File: src/rtl/fb_pc_gen_if.sv
// Fetch-side bundle between the Firebird IF stage and the PC generator.
// FB_PC_ALIGN_CHECK_EN adds the misalign_err status line.
interface fb_pc_gen_if #(
  parameter int XLEN = 32
);
  logic            pc_stall;
  logic            redirect_valid;
  logic [XLEN-1:0] redirect_addr;
  logic            flush;
  logic [XLEN-1:0] pc_out;
  logic [XLEN-1:0] pc_next_seq;
  logic            clear_inst;
  logic            redirect_pending;
`ifdef FB_PC_ALIGN_CHECK_EN
  logic            misalign_err;
`endif

  modport master (
    output pc_stall,
    output redirect_valid,
    output redirect_addr,
    output flush,
`ifdef FB_PC_ALIGN_CHECK_EN
    input  misalign_err,
`endif
    input  pc_out,
    input  pc_next_seq,
    input  clear_inst,
    input  redirect_pending
  );

  modport slave (
    input  pc_stall,
    input  redirect_valid,
    input  redirect_addr,
    input  flush,
`ifdef FB_PC_ALIGN_CHECK_EN
    output misalign_err,
`endif
    output pc_out,
    output pc_next_seq,
    output clear_inst,
    output redirect_pending
  );
endinterface

File: src/rtl/fb_pc_gen.sv
// Firebird IF-stage program counter with stall-safe redirect buffering and bubble counter.
// Define FB_PC_ALIGN_CHECK_EN to word-align redirect targets and flag misaligned ones.
//
// state   | meaning
// ST_RUN  | no buffered redirect; PC steps, holds or takes a live redirect
// ST_PEND | redirect captured during a stall, applied when the stall drops
module fb_pc_gen #(
  parameter int              XLEN         = 32,
  parameter logic [XLEN-1:0] RESET_VECTOR = '0,
  parameter int              PC_STEP      = 4,
  parameter int              FLUSH_CYCLES = 1
) (
  input  logic            clk,
  input  logic            pc_reset_n,
  fb_pc_gen_if.slave      bus
);

  if (XLEN < 16 || XLEN > 64) begin : g_bad_xlen
    $error("fb_pc_gen: XLEN must be within 16..64");
  end
  if (FLUSH_CYCLES < 1 || FLUSH_CYCLES > 15) begin : g_bad_flush
    $error("fb_pc_gen: FLUSH_CYCLES must be within 1..15");
  end

  typedef enum logic {
    ST_RUN  = 1'b0,
    ST_PEND = 1'b1
  } state_t;

  localparam logic [XLEN-1:0] STEP       = XLEN'(PC_STEP);
  localparam logic [3:0]      BUBBLE_LEN = 4'(FLUSH_CYCLES);

  state_t          state;
  logic [XLEN-1:0] pc_q;
  logic [XLEN-1:0] pend_addr_q;
  logic [3:0]      bubble_q;
  logic            clear_q;
  logic            pending_q;

  logic            apply_redirect;
  logic [XLEN-1:0] raw_target;
  logic [XLEN-1:0] target;
  logic [3:0]      bubble_nxt;

`ifdef FB_PC_ALIGN_CHECK_EN
  localparam bit ALIGN_ACTIVE = (PC_STEP == 4);
  logic misalign_q;
  logic misalign_nxt;
`endif

  // A live redirect always beats the buffered one, so a stall release with a
  // fresh request takes the fresh address.
  always_comb begin
    apply_redirect = !bus.pc_stall && (bus.redirect_valid || (state == ST_PEND));
    raw_target     = bus.redirect_valid ? bus.redirect_addr : pend_addr_q;
`ifdef FB_PC_ALIGN_CHECK_EN
    misalign_nxt   = ALIGN_ACTIVE && apply_redirect && (raw_target[1:0] != 2'b00);
    target         = ALIGN_ACTIVE ? {raw_target[XLEN-1:2], 2'b00} : raw_target;
`else
    target         = raw_target;
`endif
  end

  // Retriggering reloads rather than accumulates; stall does not freeze the count.
  always_comb begin
    bubble_nxt = bubble_q;
    if (apply_redirect || bus.flush) begin
      bubble_nxt = BUBBLE_LEN;
    end else if (bubble_q != 4'd0) begin
      bubble_nxt = bubble_q - 4'd1;
    end
  end

  always_ff @(posedge clk or negedge pc_reset_n) begin
    if (!pc_reset_n) begin
      state       <= ST_RUN;
      pc_q        <= RESET_VECTOR;
      pend_addr_q <= '0;
      bubble_q    <= 4'd0;
      clear_q     <= 1'b0;
      pending_q   <= 1'b0;
    end else begin
      case (state)
        ST_RUN: begin
          if (bus.redirect_valid && bus.pc_stall) begin
            pend_addr_q <= bus.redirect_addr;
            pending_q   <= 1'b1;
            state       <= ST_PEND;
          end
        end
        ST_PEND: begin
          if (bus.pc_stall) begin
            if (bus.redirect_valid) begin
              pend_addr_q <= bus.redirect_addr;
            end
          end else begin
            pending_q <= 1'b0;
            state     <= ST_RUN;
          end
        end
        default: begin
          pending_q <= 1'b0;
          state     <= ST_RUN;
        end
      endcase

      if (apply_redirect) begin
        pc_q <= target;
      end else if (!bus.pc_stall) begin
        pc_q <= pc_q + STEP;
      end

      bubble_q <= bubble_nxt;
      clear_q  <= (bubble_nxt != 4'd0);
    end
  end

`ifdef FB_PC_ALIGN_CHECK_EN
  always_ff @(posedge clk or negedge pc_reset_n) begin
    if (!pc_reset_n) begin
      misalign_q <= 1'b0;
    end else begin
      misalign_q <= misalign_nxt;
    end
  end

  assign bus.misalign_err = misalign_q;
`endif

  assign bus.pc_out           = pc_q;
  assign bus.pc_next_seq      = pc_q + STEP;
  assign bus.clear_inst       = clear_q;
  assign bus.redirect_pending = pending_q;

endmodule

File: src/flat_wrapper.sv
// flat-port wrapper written by rule: the top's interface ports become plain ports
module fb_pc_gen_flat 
#(
  parameter int              XLEN         = 32,
  parameter logic [XLEN-1:0] RESET_VECTOR = '0,
  parameter int              PC_STEP      = 4,
  parameter int              FLUSH_CYCLES = 1
)
  (clk, pc_reset_n, bus_pc_stall, bus_redirect_valid, bus_redirect_addr, bus_flush, bus_pc_out, bus_pc_next_seq, bus_clear_inst, bus_redirect_pending);
  fb_pc_gen_if #(.XLEN(XLEN)) bus_i ();
  input  logic clk;
  input  logic pc_reset_n;
  input wire logic [$bits(bus_i.pc_stall)-1:0] bus_pc_stall;
  input wire logic [$bits(bus_i.redirect_valid)-1:0] bus_redirect_valid;
  input wire logic [$bits(bus_i.redirect_addr)-1:0] bus_redirect_addr;
  input wire logic [$bits(bus_i.flush)-1:0] bus_flush;
  output wire logic [$bits(bus_i.pc_out)-1:0] bus_pc_out;
  output wire logic [$bits(bus_i.pc_next_seq)-1:0] bus_pc_next_seq;
  output wire logic [$bits(bus_i.clear_inst)-1:0] bus_clear_inst;
  output wire logic [$bits(bus_i.redirect_pending)-1:0] bus_redirect_pending;
  assign bus_i.pc_stall = bus_pc_stall;
  assign bus_i.redirect_valid = bus_redirect_valid;
  assign bus_i.redirect_addr = bus_redirect_addr;
  assign bus_i.flush = bus_flush;
  assign bus_pc_out = bus_i.pc_out;
  assign bus_pc_next_seq = bus_i.pc_next_seq;
  assign bus_clear_inst = bus_i.clear_inst;
  assign bus_redirect_pending = bus_i.redirect_pending;
  fb_pc_gen #(.XLEN(XLEN), .RESET_VECTOR(RESET_VECTOR), .PC_STEP(PC_STEP), .FLUSH_CYCLES(FLUSH_CYCLES)) u_core (.clk(clk), .pc_reset_n(pc_reset_n), .bus(bus_i));
endmodule
File: config.mk
export PLATFORM = sky130hd
export DESIGN_NAME = fb_pc_gen_flat
export DESIGN_NICKNAME = d
export VERILOG_FILES = /design/src/rtl/fb_pc_gen_if.sv /design/src/rtl/fb_pc_gen.sv /design/src/flat_wrapper.sv
export SDC_FILE = /design/constraint.sdc
export NUM_CORES = 1
export LEC_CHECK = 0
export CAP_MARGIN = 20
export CORE_MARGIN = 2
export CORE_UTILIZATION = 45
export DETAILED_ROUTE_END_ITERATION = 7
export DONT_BUFFER_PORTS = 1
export GPL_ROUTABILITY_DRIVEN = 0
export HOLD_SLACK_MARGIN = 0.12
export PLACE_DENSITY = 0.64
export SLEW_MARGIN = 20
export SYNTH_ARGS = -nofsm -noshare
export SYNTH_HDL_FRONTEND = slang
export SYNTH_SLANG_ARGS = --single-unit
File: constraint.sdc
create_clock -name clk -period 3.8 [get_ports clk]
set_input_delay 0.57 -clock clk [delete_from_list [all_inputs] [get_ports clk]]
set_output_delay 0.57 -clock clk [all_outputs]
set_load 0.05 [all_outputs]
==> out/metrics.yaml, run 1 <==
yosys:
  ys_seq_area_share_pct: 40.09
  synth_top_family_by_area: "simple AND/OR/NAND/NOR gates"
  netlist_area_um2: 4432
  synth_xor_area_share_pct: 5.336
  ys_ff_latch: 71
  synth-simple-area-share_pct: 20.53
  synth_top_area_share_pct: 40.09
  synth-compound-area-share_pct: 18.13
  yosys.area.top_type: "dfrtp_1"
  async_flop_share_pct: 100.0
  ys.warnings.count: 0
  syn_nets: 502
  synth.area.mux_share_pct: 9.825
  avgSynthCellArea_um2: 9.572
  synthTopCellsByArea: "dfrtp_1 (40%), mux2_2 (7.1%), xnor2_1 (4.0%)"
  postSynthCellCount: 463
  ys.flop_type: "dfrtp_1"
  synth_enable_flop_cells: 0
  synthAdderAreaFrac_pct: 0.5647
  post-synth-top-count-cell: "dfrtp_1"
  synth_common_cells: "dfrtp_1 (71), nand2_1 (38), mux2_2 (28)"
  synth_cell_types: 63
timing:
  fin_crit_ps: 3388
  timing.fmax_mhz: 295.1
  slew_headroom_pct: 38.43
  fin_worst_skew_ps: 10.36
  min_period_over_period_pct: 89.16
  hold_viol: 0
  tns_ps: 0
  finalMaxSlewViolations: 0
  worst_slew_pin_slew_ps: 923.6
  setup_viol: 0
  grt_setup_unrepaired: "false"
cells_and_area:
  drive_above_1_share_pct: 21.40
  layout.nets: 521
  n_fill_cell: 885
  area_delta_synth_final_pct: 12.54
  antenna_cells: 0
setup_path:
  arrival_ps: 2820
  crit_fanout: 8
  cpPeakStageDelay_ps: 760
  crit_slowest_cell: "dfrtp_1"
  crit_required_ps: 3230
  path_delay_family: "simple AND/OR/NAND/NOR gates"
  path_buf_inv: 1
  cp-end-kind: "output pin"
  worstRegToRegCells: 4
  critical_path_depth: 5
  worstSetupPathType: "reg -> out"
  cp-start-kind: "flip-flop"
  path_cells: "nand4_1 -> nor4_4 -> and3_1 -> xor2_1 -> buf_4"
power_and_ir_drop:
  ir_worst_vdd_mv: 0.2335
  power_mw: 2.666
  p_per_area_nw_per_um2: 534.6
  leakagePower_nw: 2.109
die:
  std_cell_rows: 36
  die_area_um2: 10660
  core_area_um2: 9684
  io_pins: 103
  fp.dieH_um: 103.2
  die_x_um: 103.2
  initial_utilization_pct: 45.76
clock_tree:
  clk_latency_ps: 340
  max-clock-path-buffers: 2
  clock-sinks: 71
  cts_buffers: 9
  cts_tree: "done"
  cts.htree.levels: 3
  clock-root-buffer: "clkbuf_8"
  clkTransAtPathRegs_ps: 80
grt:
  grt_max_degree: 72
  grt_use_total_pct: 22.25
  overflow: 0
  antenna_found_initial: 0
  grt_pass1_vias: 3497
  grt_first_pass_wirelength_mm: 18.45
detailed_routing:
  vias: 3702
  wl_mm: 11.67
  routedWlPerCell_um: 18.85
  firstDrtPassIters: 5
  postRouteAntennaNets: 0
  drt_iter0_markers: 287
  via_per_inst: 5.981
  drc: 0
place:
  io_buffers: 0
  hpwlAfterDp_mm: 8.140
worst_hold_path:
  hp-class: "in -> reg"
  holdPathStages: 1
outcome:
  status: "completed"
flow_run:
  maxCapViolations: 0
state kept, by name, summed over array words and instances (netlist names):
name,count
u_core.bubble_q,4
u_core.state,1
u_core.bus.pc_out,32
u_core.bus.redirect_pending,1
u_core.pend_addr_q,32
u_core.bus.clear_inst,1
repair_timing:
action                                 in CTS  in global routing
setup endpoints to repair                   0                  0
buffers inserted                            0                  0
resized for setup                           0                  0
hold buffers                                2                  0
endpoints found under the hold margin      71                  0
layer usage:
metal / global-route usage (%) / share of wire, % / routed length (um)
met1: 32.31 / 47 / 5445
met2: 32.27 / 45 / 5260
met3: 6.788 / 7.1 / 824
met4: 6.073 / 1.2 / 140
met5: 0 / 0 / 0
power by group:
| part | total, mW | leakage [nW] | switching [mW] | internal [mW] |
|---|---|---|---|---|
| clock network | 0.657 | 0.105 | 0.292 | 0.365 |
| registers | 1.12 | 0.847 | 0.251 | 0.869 |
| logic | 0.890 | 1.16 | 0.590 | 0.300 |
| total | 2.67 | 2.11 | 1.13 | 1.53 |
stage by stage:
stage               setup WS [ps]  hold WS (ps)  area, um2  utilization, %  instances
finish                      411.7         293.8       4987           51.50        619
global placement            901.5         277.2       4732           48.86        602
floorplan                   573.3         274.4       4432               -        463
detailed placement          839.8         279.4       4740           48.94        602
CTS                         447.3         278.0       4987           51.50        619
global route                269.5         273.3       4987           51.50        619
layout by cell type, fill, tap and decap left out, drive strengths merged, types with 4 or more instances in the layout:
cell type,synthesis,layout
dfrtp,71,71
buf,24,46
nand2,38,38
mux2,28,28
o21ai,27,27
nor3,21,21
a21oi,21,21
xnor2,20,20
nand3,19,19
nor2,18,18
a22oi,15,15
mux2i,12,12
inv,11,11
and3,10,10
nor2b,10,10
and4,10,10
nand4,10,10
clkbuf,15,9
xor2,7,7
or3,6,6
a311o,5,5
a2bb2oi,5,5
nor4,5,5
o311a,4,4
o22ai,4,4
area by class of cell:
type	count	area (um2)	share of cell area, %
clock buffers	9	123.9	2.484
clock inverters	6	86.33	1.731
inverters	11	41.29	0.8279
multi-input cells	342	2417	48.47
flip-flops and latches	71	1777	35.62
well taps	133	166.4	3.337
repair buffers	47	375.4	7.526
final timing paths:
path                                                     from                                  to  slack, ps
min reg2reg                u_core.pend_addr_q[24]$_DFFE_PN0P_  u_core.pend_addr_q[24]$_DFFE_PN0P_        480
max in group asynchronous                          pc_reset_n  u_core.pend_addr_q[17]$_DFFE_PN0P_       2700
min                                                 bus_flush        u_core.bubble_q[3]$_DFF_PN0_        290
min in group asynchronous                          pc_reset_n   u_core.bus.pc_out[21]$_DFFE_PN0P_        810
max                          u_core.bus.pc_out[7]$_DFFE_PN0P_                 bus_pc_next_seq[17]        410
max reg2reg                 u_core.bus.pc_out[18]$_DFFE_PN0P_   u_core.bus.pc_out[30]$_DFFE_PN0P_       1470
kinds of logic (layout without fill, tap and decap cells):
kind of cell	after synthesis	count (layout)
muxes	40	40
adders and majority gates	2	2
DFF	71	71
xor gates and xnor gates	27	27
AOI/OAI and AO/OA	115	115
buffers and inverters	50	73
and+or+nand+nor	158	158
worst register-to-register path, stage by stage (launching register included):
cell and delay (ps):
dfrtp_1 800, nand4_2 310, nor2_1 570, nand3_2 190, a311o_1 350
No activity file was read; power rests on OpenSTA's default activity.
==> inputs of run 2 (changes only) <==
--- a/config.mk
+++ b/config.mk
@@ -6,13 +6,17 @@
 export NUM_CORES = 1
 export LEC_CHECK = 0
 export CAP_MARGIN = 20
+export CELL_PAD_IN_SITES_DETAIL_PLACEMENT = 1
+export CELL_PAD_IN_SITES_GLOBAL_PLACEMENT = 1
 export CORE_MARGIN = 2
 export CORE_UTILIZATION = 45
 export DETAILED_ROUTE_END_ITERATION = 7
 export DONT_BUFFER_PORTS = 1
 export GPL_ROUTABILITY_DRIVEN = 0
+export GPL_TIMING_DRIVEN = 1
 export HOLD_SLACK_MARGIN = 0.12
-export PLACE_DENSITY = 0.64
+export MAX_ROUTING_LAYER = met4
+export PLACE_DENSITY = 0.79
 export SLEW_MARGIN = 20
 export SYNTH_ARGS = -nofsm -noshare
 export SYNTH_HDL_FRONTEND = slang
==> run 2 against run 1 <==
  * Cell count grew 0.16%
  * Sequential cell count is the same
  * Via count grew 2.8%
  * Clock skew shrank 1.1 ps
  * Sequential share of layout area shrank 0.15 points
  * Register-to-register slack lost 60 ps
  * Critical path type unchanged
  * Highest routed layer unchanged
==> out/metrics.yaml, run 2 (synthesis gave the netlist of run 1 again) <==
detailed_routing:
  postRouteAntennaNets: 0  # unchanged
  vias: 3804  # +2.8%
  drt_iter0_markers: 199  # -31%
  via_per_inst: 6.135  # +2.6%
  routedWlPerCell_um: 20.90  # +11%
  drc: 0  # unchanged
  wl_mm: 12.96  # +11%
  firstDrtPassIters: 6  # +1
worst_hold_path:
  hp-class: "in -> reg"
  worstHoldStart: "bus_flush"
flow_run:
  maxCapViolations: 0  # unchanged
die:
  initial_utilization_pct: 45.76  # unchanged
  std_cell_rows: 36  # unchanged
  die_area_um2: 10660  # unchanged
  die_x_um: 103.2  # unchanged
  fp.dieH_um: 103.2  # unchanged
  core_area_um2: 9684  # unchanged
  io_pins: 103  # unchanged
clock_tree:
  clkTransAtPathRegs_ps: 80  # about the same
  cts_tree: "done"
  cts_resized: 0  # unchanged
  clk_latency_ps: 360  # +20 ps
  clock-root-buffer: "clkbuf_8"
  cts_buffers: 9  # unchanged
  max-clock-path-buffers: 2  # unchanged
  cts.htree.levels: 3  # unchanged
  clock-sinks: 71  # unchanged
setup_path:
  arrival_ps: 2890  # +70 ps
  critPathLaunch: "u_core.bus.pc_out[7]$_DFFE_PN0P_"
  reg2reg_from: "u_core.bus.pc_out[19]$_DFFE_PN0P_"
  cpPeakStageDelay_ps: 750  # about the same
  crit_fanout: 8  # unchanged
  crit_slowest_cell: "dfrtp_1"
  cp-end-kind: "output pin"
  path_cells: "nand4_1 -> nor4_4 -> and3_1 -> xor2_1 -> buf_4"
  cp-start-kind: "flip-flop"
  worstSetupPathType: "reg -> out"
  crit_required_ps: 3230  # about the same
  path_delay_family: "simple AND/OR/NAND/NOR gates"
  path_buf_inv: 1  # unchanged
timing:
  fin_crit_ps: 3460  # +71.63 ps
  hold_viol: 0  # unchanged
  finalMaxSlewViolations: 0  # unchanged
  whs_ps: 275.0  # -18.84 ps
  min_period_over_period_pct: 91.05  # +1.9 points
  worst_slew_pin_slew_ps: 918.2  # -5.409 ps
  fin_worst_skew_ps: 9.281  # -1.082 ps
  timing.fmax_mhz: 289.0  # -2.1%
  slew_headroom_pct: 38.79  # +0.36 points
  grt_setup_unrepaired: "false"
  setup_viol: 0  # unchanged
  tns_ps: 0  # unchanged
grt:
  overflow: 0  # unchanged
  grt_use_total_pct: 26.32  # +4.1 points
  grt_first_pass_wirelength_mm: 20.90  # +13%
  antenna_found_initial: 0  # unchanged
  grt_pass1_vias: 3921  # +12%
  grt_max_degree: 72  # unchanged
power_and_ir_drop:
  leakagePower_nw: 2.115  # +0.31%
  p_per_area_nw_per_um2: 546.5  # +2.2%
  ir_worst_vdd_mv: 0.2988  # +28%
cells_and_area:
  layout_commonest_cell: "dfrtp_1"
  final_cells: 620  # +0.16%
  layout.nets: 521  # unchanged
  antenna_cells: 0  # unchanged
  layout.area.seq_um2: 1777  # unchanged
  multi_input_area_um2: 2417  # unchanged
  n_fill_cell: 1114  # +26%
  area_delta_synth_final_pct: 13.02
  post-route-cell-area_um2: 5009  # +0.43%
  drive_above_1_share_pct: 21.56  # +0.16 points
  final_cell_mix: "dfrtp_1 (71), buf_4 (45), nand2_1 (38)"
place:
  hpwlAfterDp_mm: 9.076  # +11%
  dpl.cell_count: 602  # unchanged
  place_area_um2: 4740  # unchanged
  io_buffers: 0  # unchanged
outcome:
  status: "completed"
==> run 2: changes by cell type in the layout (fill, tap and decap cells not counted) <==
cell        change
clkinv_2        -1
clkinv_4        -1
clkinvlp_4      +1
clkbuf_8        +2
==> run 2: timing repair <==
action,4_1_cts,5_1_grt
hold endpoints to repair,71,0
hold buffers,2,0
buffers inserted,0,0
==> run 2: metrics by stage <==
| stage | util, % | setup WS [ps] | power (mW) |
|---|---|---|---|
| floorplan | - | 573.3 | 1.808 |
| global placement | 48.86 | 897.2 | 1.987 |
| detailed placement | 48.94 | 778.9 | 2.020 |
| CTS | 51.72 | 355.4 | 2.755 |
| global route | 51.72 | 221.8 | 2.872 |
| finish | 51.72 | 340.1 | 2.737 |
==> run 2: path summary, 6_finish.rpt <==
check	cells past startpoint	endpoint	slack, ps
max in group asynchronous	2	u_core.pend_addr_q[14]$_DFFE_PN0P_	2740
worst max register to register	4	u_core.bus.pc_out[30]$_DFFE_PN0P_	1410
worst min register to register	2	u_core.pend_addr_q[19]$_DFFE_PN0P_	480
worst min-delay path	1	u_core.bubble_q[3]$_DFF_PN0_	270
min in group asynchronous	2	u_core.bus.pc_out[5]$_DFFE_PN0P_	770
worst max-delay path	5	bus_pc_next_seq[17]	340
==> run 2: power by group <==
part	internal (mW)	switching [mW]	leakage (nW)
clock	0.404	0.310	0.112
sequential	0.869	0.255	0.847
combinational	0.300	0.600	1.16
total	1.57	1.16	2.12
==> run 2: final cells by class <==
cell class | instances | area share (%)
Multi-Input combinational cell | 342 | 48.26
Sequential cell | 71 | 35.47
Timing Repair Buffer | 47 | 7.494
Tap cell | 133 | 3.323
Clock buffer | 11 | 3.023
Clock inverter | 5 | 1.599
Inverter | 11 | 0.8244
==> run 2: metal layers <==
layer	wire length [um]	vias to the layer above	GRT usage [%]
met3	861	9	7.258
li1	-	1751	-
met5	0	-	-
met2	6256	98	40.36
met1	5727	1946	35.04
met4	110	0	5.972
==> inputs of run 3 (changes only) <==
==> constraint.sdc (replaced) <==
create_clock -name clk -period 3.8 [get_ports clk]
set_input_delay 1.14 -clock clk [delete_from_list [all_inputs] [get_ports clk]]
set_output_delay 1.14 -clock clk [all_outputs]
set_load 0.05 [all_outputs]
==> run 3 against run 2 <==
  * Setup slack got worse by 99 ps
  * Largest cell class unchanged
  * Total power is 5.0% lower
  * First-iteration DRC count increased by 15%
  * Combinational power increased by 16%
  * Cell count rose by 1.5%
  * Largest power group is now combinational logic
  * Clock-buffer cell count rose by 2
  * Critical path depth increased by 1
  * Clock power fell by 24%
  * Sequential cell count unchanged
==> out/metrics.yaml, run 3 (synthesis gave the netlist of run 1 again) <==
detailed_routing:
  drc: 0  # unchanged
  postRouteAntennaNets: 0  # unchanged
  firstDrtPassIters: 6  # unchanged
  wl_mm: 13.28  # +2.5%
  vias: 3939  # +3.5%
  via_per_inst: 6.262  # +2.1%
  routedWlPerCell_um: 21.11  # +1.0%
  drt_iter0_markers: 229  # +15%
timing:
  hold_viol: 0  # unchanged
  tns_ps: 0  # unchanged
  whs_ps: 480.3  # +205.3 ps
  timing.fmax_mhz: 281.0  # -2.8%
  grt_setup_unrepaired: "false"
  finalMaxSlewViolations: 0  # unchanged
  fin_crit_ps: 3559  # +99.30 ps
  fin_worst_skew_ps: 11.93  # +2.645 ps
  setup_viol: 0  # unchanged
  min_period_over_period_pct: 93.66  # +2.6 points
  worst_slew_pin_slew_ps: 921.8  # +3.613 ps
  slew_headroom_pct: 38.54  # -0.24 points
clock_tree:
  clock-sinks: 71  # unchanged
  clkTransAtPathRegs_ps: 80  # about the same
  cts_buffers: 9  # unchanged
  clock-root-buffer: "clkbuf_8"
  cts_tree: "done"
  cts_setup_buffers: 0  # unchanged
  clk_latency_ps: 350  # about the same
  cts_resized: 0  # unchanged
  cts.htree.levels: 3  # unchanged
  max-clock-path-buffers: 2  # unchanged
  cts_hold_buf: 0  # -2
cells_and_area:
  area_delta_synth_final_pct: 12.68
  layout_commonest_cell: "dfrtp_1"
  post-route-cell-area_um2: 4994  # -0.30%
  drive_above_1_share_pct: 22.58  # +1.0 points
  layout.nets: 532  # +2.1%
  final_cell_mix: "dfrtp_1 (71), buf_4 (58), nand2_1 (38)"
  antenna_cells: 0  # unchanged
setup_path:
  cp-start-kind: "flip-flop"
  crit_fanout: 9  # +1
  worstSetupPathType: "reg -> out"
  path_cells: "buf_4 -> and4_1 -> nand2_1 -> nor3_1 -> xor2_1 -> buf_4"
  crit_slowest_cell: "nor3_1"
  worstRegToRegCells: 6  # +2
  crit_required_ps: 2660  # -570 ps
  cpMostUsedCell: "buf_4"
  arrival_ps: 2420  # -470 ps
  cpPeakStageDelay_ps: 430  # -320 ps
  cp-end-kind: "output pin"
die:
  fp.dieH_um: 103.2  # unchanged
  io_pins: 103  # unchanged
  initial_utilization_pct: 45.76  # unchanged
  std_cell_rows: 36  # unchanged
  die_area_um2: 10660  # unchanged
  core_area_um2: 9684  # unchanged
  die_x_um: 103.2  # unchanged
place:
  place_area_um2: 4830  # +1.9%
  hpwlAfterDp_mm: 9.494  # +4.6%
  io_buffers: 0  # unchanged
power_and_ir_drop:
  switching_share_pct: 43.76  # +1.2 points
  leakagePower_nw: 2.130  # +0.71%
  internal-power_mw: 1.463  # -7.0%
  p_comb_share_pct: 40.0  # +7.1 points
  seq_power_share_pct: 39.0  # -2.0 points
  p_sw_mw: 1.138  # -2.2%
  p_per_area_nw_per_um2: 520.9  # -4.7%
  ir_worst_vdd_mv: 0.2173  # -27%
  power.share.clock_pct: 20.9  # -5.2 points
  power_mw: 2.601  # -5.0%
worst_hold_path:
  hp-class: "in -> async"
grt:
  overflow: 0  # unchanged
  grt_use_total_pct: 26.53  # +0.21 points
  grt_pass1_vias: 3926  # +0.13%
  grt_first_pass_wirelength_mm: 21.08  # +0.86%
  grt_max_degree: 72  # unchanged
  antenna_found_initial: 0  # unchanged
outcome:
  status: "completed"
flow_run:
  maxCapViolations: 0  # unchanged
run 3: path summary, 6_finish.rpt:
kind                       slack (ps)                          startpoint                                  to
max                               240    u_core.bus.pc_out[5]$_DFFE_PN0P_                 bus_pc_next_seq[25]
min                               480                          pc_reset_n   u_core.pend_addr_q[6]$_DFFE_PN0P_
max reg2reg                      1650              u_core.state$_DFF_PN0_   u_core.bus.pc_out[30]$_DFFE_PN0P_
min reg2reg                       480  u_core.pend_addr_q[20]$_DFFE_PN0P_  u_core.pend_addr_q[20]$_DFFE_PN0P_
max in group asynchronous        3180                          pc_reset_n   u_core.bus.pc_out[29]$_DFFE_PN0P_
min in group clk                  480  u_core.pend_addr_q[20]$_DFFE_PN0P_  u_core.pend_addr_q[20]$_DFFE_PN0P_
run 3: power by group through the flow:
stage	Sequential [mW]	Clock, mW	Combinational, mW
after floorplan	1.20	0	0.608
after detailed placement	1.03	0	1.04
final	1.02	0.545	1.04
after global placement	1.02	0	1.01
after global routing	1.03	0.588	1.10
after CTS	1.02	0.554	1.04
run 3: metal layers:
metal	routed length, um	global-route usage [%]
met1	5837	36.34
met2	6326	39.91
met3	913	5.040
met4	204	8.603
met5	0	-
run 3: through the flow:
stage / setup WS [ps] / cells / utilization [%]
3_5_place_dp: 612.3 / 615 / 49.87
4_1_cts: 261.4 / 629 / 51.56
2_1_floorplan: 3.292 / 463 / -
3_3_place_gp: 685.7 / 615 / 49.87
5_1_grt: 88.02 / 629 / 51.56
6_report: 240.8 / 629 / 51.56
run 3: final cells by class:
cell class	count	area, um2
Timing Repair Buffer	58	435.4
Multi-Input combinational cell	342	2410
Sequential cell	71	1777
Clock inverter	1	5.005
Inverter	11	41.29
Clock buffer	13	158.9
Fill cell	1100	4691
Tap cell	133	166.4
run 3: critical path, delay by kind of cell, from the launching register on:
kind / cells / cell delay, ps
flops: 1 / 400
buf+inv: 2 / 480
xor+xnor: 1 / 210
simple gates: 3 / 980
